$ cat config.mk
export PLATFORM = sky130hd
export DESIGN_NAME = cloud_render
export DESIGN_NICKNAME = d
export VERILOG_FILES = /design/src/rtl/cloud_render.sv
export SDC_FILE = /design/constraint.sdc
export NUM_CORES = 1
export LEC_CHECK = 0
export CAP_MARGIN = 20
export CORE_ASPECT_RATIO = 1.75
export CORE_MARGIN = 2
export CORE_UTILIZATION = 55
export CTS_BUF_LIST = sky130_fd_sc_hd__clkbuf_4 sky130_fd_sc_hd__clkbuf_8 sky130_fd_sc_hd__clkbuf_16
export DETAILED_ROUTE_END_ITERATION = 10
export HOLD_SLACK_MARGIN = 0.05
export PLACE_DENSITY = 0.82
export SLEW_MARGIN = 20
export SYNTH_ARGS = -nofsm -noshare
export SYNTH_HDL_FRONTEND = slang
export SYNTH_SLANG_ARGS = --single-unit
$ cat constraint.sdc
create_clock -name clk -period 5.2 [get_ports clk]
set_input_delay 1.56 -clock clk [delete_from_list [all_inputs] [get_ports clk]]
set_output_delay 1.56 -clock clk [all_outputs]
set_load 0.02 [all_outputs]
$ cat src/rtl/cloud_render.sv
// Background cloud renderer: descriptors are snapshotted once per frame, then a
// 2-stage pipeline (box test + sprite address, sprite ROM read) flags cloud pixels.
module cloud_render #(
    parameter int CLOUD_W  = 48,
    parameter int CLOUD_H  = 16,
    parameter int BASE_ROW = 40,
    parameter int ROW_STEP = 2,
    parameter int V_ACTIVE = 480
) (
    input  logic        clk,
    input  logic        rst,
    input  logic [8:0]  row_addr,
    input  logic [9:0]  col_addr,
    input  logic [15:0] cloud1,
    input  logic [15:0] cloud2,
    input  logic [15:0] cloud3,
    input  logic [15:0] cloud4,
    output logic        cloud_pix,
    output logic        cloud_box
);
    localparam int ROM_BITS = CLOUD_W * CLOUD_H;
    localparam int AW       = $clog2(ROM_BITS);

    // Outline half-width per row of the 48x16 reference sprite; the increments
    // never grow going down, which keeps the silhouette convex.
    function automatic int profile(input int idx);
        case (idx)
            0:       return 6;
            1:       return 9;
            2:       return 12;
            3:       return 14;
            4:       return 16;
            5:       return 18;
            6:       return 19;
            7:       return 20;
            8:       return 21;
            9:       return 22;
            10:      return 23;
            default: return 24;
        endcase
    endfunction

    function automatic logic [ROM_BITS-1:0] build_rom();
        logic [ROM_BITS-1:0] r;
        int half;
        int w;
        r    = '0;
        half = CLOUD_W / 2;
        for (int y = 0; y < CLOUD_H; y++) begin
            w = (profile((y * 16) / CLOUD_H) * CLOUD_W) / 48;
            for (int x = 0; x < CLOUD_W; x++) begin
                if (x >= half - w && x < half + w) r[y*CLOUD_W + x] = 1'b1;
            end
        end
        return r;
    endfunction

    localparam logic [ROM_BITS-1:0] ROM = build_rom();

    logic [15:0]   cloud_in [4];
    logic [15:0]   snap     [4];
    logic [9:0]    top      [4];
    logic [11:0]   dx       [4];
    logic [9:0]    dy       [4];
    logic [3:0]    hit_d;
    logic [AW-1:0] addr_d   [4];
    logic [3:0]    hit_q;
    logic [AW-1:0] addr_q   [4];
    logic [3:0]    pix_d;

    always_comb begin
        cloud_in[0] = cloud1;
        cloud_in[1] = cloud2;
        cloud_in[2] = cloud3;
        cloud_in[3] = cloud4;
    end

    // Frame snapshot: taken only on the first blanking line so no cloud tears.
    always_ff @(posedge clk) begin
        for (int i = 0; i < 4; i++) begin
            if (rst) begin
                snap[i] <= '0;
            end else if (row_addr == 9'(V_ACTIVE) && col_addr == 10'd0) begin
                snap[i] <= cloud_in[i];
            end
        end
    end

    // Stage 1 geometry: col is the right-exclusive edge, so dx is biased by CLOUD_W.
    always_comb begin
        hit_d = '0;
        for (int i = 0; i < 4; i++) begin
            top[i]    = 10'(BASE_ROW) + 10'(ROW_STEP) * {5'b0, snap[i][14:10]};
            dx[i]     = {2'b0, col_addr} + 12'(CLOUD_W) - {2'b0, snap[i][9:0]};
            dy[i]     = {1'b0, row_addr} - top[i];
            hit_d[i]  = snap[i][15] && !dx[i][11] && (dx[i] < 12'(CLOUD_W))
                        && !dy[i][9] && (dy[i] < 10'(CLOUD_H));
            addr_d[i] = hit_d[i] ? AW'(32'(dy[i]) * CLOUD_W + 32'(dx[i])) : '0;
        end
    end

    always_ff @(posedge clk) begin
        if (rst) begin
            hit_q <= '0;
            for (int i = 0; i < 4; i++) addr_q[i] <= '0;
        end else begin
            hit_q <= hit_d;
            for (int i = 0; i < 4; i++) addr_q[i] <= addr_d[i];
        end
    end

    always_comb begin
        pix_d = '0;
        for (int i = 0; i < 4; i++) pix_d[i] = hit_q[i] & ROM[addr_q[i]];
    end

    // Stage 2: overlapping clouds simply OR together.
    always_ff @(posedge clk) begin
        if (rst) begin
            cloud_pix <= 1'b0;
            cloud_box <= 1'b0;
        end else begin
            cloud_pix <= |pix_d;
            cloud_box <= |hit_q;
        end
    end

endmodule
==> impl_metrics.json, run 1 <==
{
  "outcome": "complete, no violations",
  "post_cts_buffers": 0,
  "drive_above_1_share_pct": 5.05,
  "crit_required_ps": 5460,
  "arrival_ps": 5130,
  "ios": 87,
  "grt_overflow": 0,
  "start_util_pct": 56.0,
  "leakage_nw": 4.74,
  "drt-total-wl_mm": 23.3,
  "finalClockSkew_ps": 5.38,
  "stdcell_area_um2": 11300,
  "grt_pass1_wl_mm": 38.4,
  "synth_seq_cells": 110,
  "synthesis.nets": 1347,
  "dieArea_um2": 19000,
  "fill_cells": 1417,
  "crit_path_top_delay_cell": "clkdlybuf4s50_1",
  "synth_cell_type_count": 79,
  "synth_area_um2": 9830,
  "finalNetCount": 1421,
  "synth-main-ff-cell": "edfxtp_1",
  "dr.first_iter.drc_count": 341,
  "cts_tree": "done",
  "gp_congestion": 0.949,
  "antenna_found_initial": 0,
  "worstPathMaxFanout": 4,
  "core_um2": 17500,
  "die_x_um": 105,
  "ys_top_cells_by_area": "edfxtp_1 (20%), ha_1 (16%), dfxtp_1 (9.4%)",
  "drt_pass1_iterations": 5,
  "drc": 0,
  "postRouteAntennaNets": 0,
  "track_usage_pct": 25.0,
  "synthArstFlopShare_pct": 0,
  "grt_max_degree": 61,
  "hpwlAfterDp_mm": 18.5,
  "tightest_slew_ps": 860,
  "relSlewSlack_pct": 42.5,
  "clock_latency_ps": 360,
  "post-route-util_pct": 64.3,
  "powerDensity_nw_per_um2": 274,
  "area_delta_synth_final_pct": 14.7,
  "multi_input_area_um2": 6290,
  "critPathLaunchType": "input pin",
  "syn_inst": 1128,
  "avgSynthCellArea_um2": 8.71,
  "yosysWarningCount": 0,
  "max_clock_freq_mhz": 205,
  "maxCapViolCount": 0,
  "rows": 64,
  "drv_slew": 0,
  "post-route-period-util_pct": 93.8,
  "cts_sinks": 110,
  "io_buffers": 86,
  "grt_pass1_vias": 8232,
  "post_cts_resized": 0,
  "wire_per_inst_um": 16.2,
  "htreeDepth": 3,
  "hold_buffers": 0,
  "root_buffer": "clkbuf_16",
  "period_needed_ps": 4880,
  "rsz0062_at_grt": "false",
  "place_area_um2": 11000,
  "seq_area_frac_synth_pct": 28.9,
  "finalSetupViolations": 0,
  "crit_chain": "clkdlybuf4s50_1, inv_1, ha_1, inv_1, fa_1, a211o_1, a211o_2, a211oi_1, ha_1, a21oi_1, o21bai_1, a21oi_1, xnor2_1, and3_1",
  "endpoint_kind": "flop",
  "clockBufferDepth": 2,
  "peakVddDrop_uv": 191,
  "viasPerCell": 5.82,
  "path_clk_slew_ps": 70,
  "synth_enable_flop_cells": 64,
  "diodes": 0,
  "hold_viol": 0,
  "critPathKind": "input pin to flop",
  "hold_class": "flop to flop",
  "dieHeight_um": 181,
  "slowest_delay_ps": 490,
  "vias": 8362,
  "synth_top_area_share_pct": 19.6,
  "cts_buffers": 9,
  "seq_area_um2": 2840,
  "yosys.area.top_type": "edfxtp_1"
}
## final timing paths
kind | startpoint | end | slack (ps) | cells after the start
worst max register to register | snap[1][11]$_SDFFCE_PN0P_ | addr_q[0][18]$_SDFF_PP0_ | 1800 | 16
worst max-delay path | col_addr[0] | addr_q[0][39]$_SDFF_PP0_ | 320 | 14
worst min-delay path | hit_q[0]$_SDFF_PP0_ | cloud_box$_SDFF_PP0_ | 480 | 2
worst min register to register | hit_q[0]$_SDFF_PP0_ | cloud_box$_SDFF_PP0_ | 480 | 2
## cell type report
type / count / area share (%)
clock buffers: 11 / 2.34
inverters: 143 / 4.76
well taps: 231 / 2.56
flip-flops and latches: 110 / 25.2
multi-input cells: 834 / 55.8
clock inverters: 5 / 0.333
repair buffers: 104 / 8.95
## synthesized netlist by cell type, drive strengths merged (5+ instances only)
cell type and number:
a211o 5, a211oi 13, a21o 19, a21oi 65, a311oi 12, and2 70
and3 16, clkbuf 37, dfxtp 46, edfxtp 64, fa 12, ha 122
inv 143, nand2 45, nand2b 16, nand3 17, nand3b 6, nand4 10
nor2 60, nor2b 20, nor3 39, nor3b 6, nor4 16, nor4b 8
o2111ai 9, o211ai 5, o21a 24, o21ai 54, o21bai 8, o22ai 6
o311ai 5, o31a 9, o31ai 6, or2 5, or3 6, or4 9
xnor2 50, xor2 15
## sequential cells by signal, summed over array words and instances (netlist names)
name and count:
snap 64, addr_q 40, hit_q 4, cloud_box 1, cloud_pix 1
## critical path, delay by kind of cell
kind | cells | cell delay [ps]
AND/OR/NAND/NOR | 1 | 180
adder cells (fa/ha/maj) | 3 | 1010
buffers and inverters | 3 | 800
AO/OA/AOI/OAI | 6 | 1490
XOR/XNOR | 1 | 80
## cells by family (layout without fill, tap and decap cells)
group | Yosys count | count (layout) | share of synthesized area (%)
buf+inv | 184 | 263 | 7.22
mux | 3 | 3 | 0.306
flops | 110 | 110 | 28.9
simple gates | 359 | 359 | 20.7
compound gates | 273 | 273 | 19.0
fa+ha+maj | 134 | 134 | 18.0
xor+xnor | 65 | 65 | 5.79
## layer usage
| metal | up-vias | wire length [um] | GRT usage, % |
|---|---|---|---|
| li1 | 4192 | - | - |
| met1 | 3863 | 9230 | 27.6 |
| met2 | 244 | 12300 | 46.4 |
| met3 | 63 | 867 | 2.74 |
| met4 | 0 | 942 | 12.6 |
| met5 | - | 0 | 0 |
## stage by stage
step	cells	hold slack [ps]	total power, mW	setup TNS [ps]	worst slack (ps)
finish	1438	477	3.08	0	322
global route	1438	513	3.28	0	78.8
CTS	1438	484	3.08	0	243
detailed placement	1422	470	2.38	-435	-131
global placement	1422	478	2.33	0	15.8
floorplan	1128	437	2.05	0	808
## power breakdown
| group | switching, mW | leakage [nW] | internal (mW) |
|---|---|---|---|
| logic | 0.770 | 3.61 | 0.669 |
| registers | 0.00969 | 0.978 | 0.943 |
| clock network | 0.322 | 0.152 | 0.370 |
| total | 1.10 | 4.74 | 1.98 |
## cell usage in the layout (no fill, tap or decap), drive strengths merged, types with 24 or more instances in the layout
cell / netlist / layout
edfxtp: 64 / 64
inv: 143 / 145
a21oi: 65 / 65
ha: 122 / 122
o21ai: 54 / 54
nand2: 45 / 45
nor2: 60 / 60
o21a: 24 / 24
clkdlybuf4s50: 0 / 86
dfxtp: 46 / 46
and2: 70 / 70
nor3: 39 / 39
xnor2: 50 / 50
(Power assumes the default switching activity.)
==> run 2, diff against run 1 <==
--- a/config.mk
+++ b/config.mk
@@ -5,6 +5,7 @@
 export SDC_FILE = /design/constraint.sdc
 export NUM_CORES = 1
 export LEC_CHECK = 0
+export ABC_AREA = 1
 export CAP_MARGIN = 20
 export CORE_ASPECT_RATIO = 1.75
 export CORE_MARGIN = 2
@@ -12,7 +13,8 @@
 export CTS_BUF_LIST = sky130_fd_sc_hd__clkbuf_4 sky130_fd_sc_hd__clkbuf_8 sky130_fd_sc_hd__clkbuf_16
 export DETAILED_ROUTE_END_ITERATION = 10
 export HOLD_SLACK_MARGIN = 0.05
-export PLACE_DENSITY = 0.82
+export PLACE_DENSITY = 0.81
+export RECOVER_POWER = 50
 export SLEW_MARGIN = 20
 export SYNTH_ARGS = -nofsm -noshare
 export SYNTH_HDL_FRONTEND = slang
==> run 2 against run 1 <==
Final area increased by 5.5%. Die area increased by 5.5%. Hold slack improved by 42 ps. The flow now finishes with violations (max-capacitance violations, max-slew violations). Total power increased by 7.3%. Non-clock buffer count increased by 5. Critical path type unchanged.
==> impl_metrics.json, run 2 <==
{
  "outcome": "finished with violations",
  "violations": "max-capacitance violations, max-slew violations",
  "yosys.area.top_type": "edfxtp_1",
  "diodes": 0,
  "grt_max_degree": 50,
  "dieHeight_um": 186,
  "leakage_nw": 6.20,
  "tightest_slew_ps": 1850,
  "power_mw": 3.31,
  "start_util_pct": 55.9,
  "critPathKind": "input pin to flop",
  "area_delta_synth_final_pct": 14.4,
  "antenna_found_initial": 0,
  "drv_slew": 76,
  "post_cts_resized": 0,
  "drive_above_1_share_pct": 4.89,
  "peakVddDrop_uv": 187,
  "largestRegisters": "snap (64), addr_q (40), hit_q (4)",
  "synth_seq_cells": 110,
  "largest-register": "snap",
  "root_buffer": "clkbuf_16",
  "drc": 0,
  "htreeDepth": 3,
  "vias": 9495,
  "finalSetupViolations": 0,
  "crit_required_ps": 5500,
  "clockPowerShare_pct": 21.0,
  "hold_class": "flop to flop",
  "worstPathMaxFanout": 5,
  "track_usage_pct": 26.4,
  "r2r-start": "snap[3][11]$_SDFFCE_PN0P_",
  "critPathLaunchType": "input pin",
  "p_switching_mw": 1.29,
  "final_cell_mix": "inv_1 (331), nand2_1 (297), nor2_1 (193)",
  "intPower_mw": 2.01,
  "post-route-period-util_pct": 93.3,
  "slowest_delay_ps": 520,
  "crit-reg2reg-capture": "addr_q[0][39]$_SDFF_PP0_",
  "synth_most_common_cell": "inv_1",
  "rows": 66,
  "grt_pass1_vias": 9329,
  "ios": 87,
  "crit_family": "adder cells",
  "synthesis.nets": 1715,
  "synth-main-ff-cell": "edfxtp_1",
  "relSlewSlack_pct": -23.4,
  "path_clk_slew_ps": 70,
  "synth_cell_type_count": 47,
  "grt_pass1_wl_mm": 41.5,
  "dieArea_um2": 20000,
  "synth_common_cells": "inv_1 (331), nand2_1 (298), nor2_1 (193)",
  "rsz0062_at_grt": "false",
  "final_common_cell": "inv_1",
  "wire_per_inst_um": 13.9,
  "core_um2": 18600,
  "worst-path-buf-inv": 4,
  "endpoint_kind": "flop",
  "clockBufferDepth": 2,
  "hpwlAfterDp_mm": 20.8,
  "period_needed_ps": 4850,
  "grt_overflow": 0,
  "cts_sinks": 110,
  "syn_inst": 1496,
  "seq_power_share_pct": 28.8,
  "largest_reg_flops": 64,
  "crit_chain": "clkdlybuf4s50_1, inv_1, ha_1, inv_1, ha_1, nand2_1, o21bai_1, nand3_1, xnor2_1, inv_1, ha_1, a21oi_1, nand2_1, nand2_1, nand2_1, a21oi_1, o21bai_1, nand2_1, xor2_1, nor2_1",
  "cp_common_cell": "nand2_1",
  "reg2reg_depth": 16,
  "synthArstFlopShare_pct": 0,
  "postRouteAntennaNets": 0,
  "path_depth": 20,
  "tns_ps": 0,
  "drt-total-wl_mm": 25.5,
  "drt_pass1_iterations": 5,
  "io_buffers": 86,
  "ys_top_cells_by_area": "edfxtp_1 (19%), ha_1 (15%), inv_1 (12%)",
  "avgSynthCellArea_um2": 6.94,
  "arrival_ps": 5150,
  "die_x_um": 108,
  "finalNetCount": 1809,
  "dr.first_iter.drc_count": 456,
  "cts_buffers": 9,
  "crit_path_top_delay_cell": "clkdlybuf4s50_1",
  "hold_viol": 0,
  "power_switching_share_pct": 39.1,
  "combPwrFrac_pct": 50.2,
  "post_cts_buffers": 0,
  "hold_buffers": 0,
  "yosysWarningCount": 0,
  "gp_congestion": 0.976,
  "clock_latency_ps": 360,
  "synth_enable_flop_cells": 64,
  "maxCapViolCount": 2,
  "max_clock_freq_mhz": 206,
  "cts_tree": "done",
  "synth_top_area_share_pct": 18.5,
  "seq_area_frac_synth_pct": 27.4,
  "cp-startpoint": "col_addr[4]",
  "synth_area_um2": 10400,
  "crit_end": "addr_q[0][39]$_SDFF_PP0_",
  "viasPerCell": 5.18,
  "finalClockSkew_ps": 8.19,
  "powerDensity_nw_per_um2": 278,
  "r2r_slack_ps": 1810
}
==> run 2: cell types whose count changed in the layout (fill, tap and decap cells not counted), sizes merged, moves of 30 or more <==
cell	previous run	this run
inv	145	334
nand3	17	107
and2	70	0
nand2	45	299
nor2	60	212
xor2	15	45
==> run 2: worst min-delay path by stage <==
stage,end,startpoint,cells past startpoint
4_1_cts,cloud_box$_SDFF_PP0_,hit_q[0]$_SDFF_PP0_,2
3_5_place_dp,cloud_box$_SDFF_PP0_,hit_q[0]$_SDFF_PP0_,2
6_report,cloud_box$_SDFF_PP0_,hit_q[0]$_SDFF_PP0_,2
3_3_place_gp,cloud_box$_SDFF_PP0_,hit_q[0]$_SDFF_PP0_,2
5_1_grt,cloud_box$_SDFF_PP0_,hit_q[0]$_SDFF_PP0_,2
2_1_floorplan,cloud_box$_SDFF_PP0_,hit_q[0]$_SDFF_PP0_,2
==> run 2: per-layer routing <==
metal / track usage, % / share of wire, % / up-vias
met3: 3.19 / 3.5 / 89
met5: 0 / 0 / -
met2: 49.3 / 52 / 246
li1: - / - / 4887
met4: 16.8 / 6.2 / 0
met1: 27.2 / 39 / 4273
==> run 2: cell type report <==
| cell class | instances | area, um2 |
|---|---|---|
| Inverter | 334 | 1250 |
| Clock buffer | 12 | 272 |
| Clock inverter | 4 | 26.3 |
| Tap cell | 238 | 298 |
| Timing Repair Buffer | 109 | 1040 |
| Sequential cell | 110 | 2840 |
| Fill cell | 1632 | 6700 |
| Multi-Input combinational cell | 1026 | 6160 |
==> run 2: cells by family after synthesis <==
family / share of synthesized area, %
AO/OA/AOI/OAI: 7.76
XOR/XNOR: 6.24
adder cells (fa/ha/maj): 17.0
buffers and inverters: 13.4
flip-flops: 27.4
AND/OR/NAND/NOR: 28.2
==> run 2: worst min-delay path: stages, from the launching register on <==
cell and delay [ps]:
dfxtp_1 300, inv_1 60, a41oi_1 100
==> run 2: power groups by stage <==
stage | logic (mW) | registers (mW) | clock network, mW
floorplan | 1.25 | 0.969 | 0
global placement | 1.58 | 0.972 | 0
detailed placement | 1.63 | 0.972 | 0
CTS | 1.66 | 0.953 | 0.696
global route | 1.88 | 0.956 | 0.733
finish | 1.66 | 0.953 | 0.694
==> run 2: per-stage QoR <==
stage / hold slack [ps] / worst slack, ps / std cells / instance area [um2] / util (%)
2_1_floorplan: 454 / 838 / 1496 / 10400 / -
3_5_place_dp: 506 / 57.6 / 1817 / 11600 / 62.4
4_1_cts: 517 / 386 / 1833 / 11900 / 64.0
3_3_place_gp: 510 / 157 / 1817 / 11600 / 62.4
6_report: 519 / 349 / 1833 / 11900 / 64.0
5_1_grt: 533 / 50.7 / 1833 / 11900 / 64.0
==> run 3, diff against run 2 <==
==> constraint.sdc (replaced) <==
create_clock -name clk -period 5.2 [get_ports clk]
set_input_delay 1.56 -clock clk [delete_from_list [all_inputs] [get_ports clk]]
set_output_delay 1.56 -clock clk [all_outputs]
set_load 0.05 [all_outputs]
==> results of run 3 <==
Same layout as run 2 (identical final DEF). Status: finished with violations: max-capacitance violations, max-slew violations.
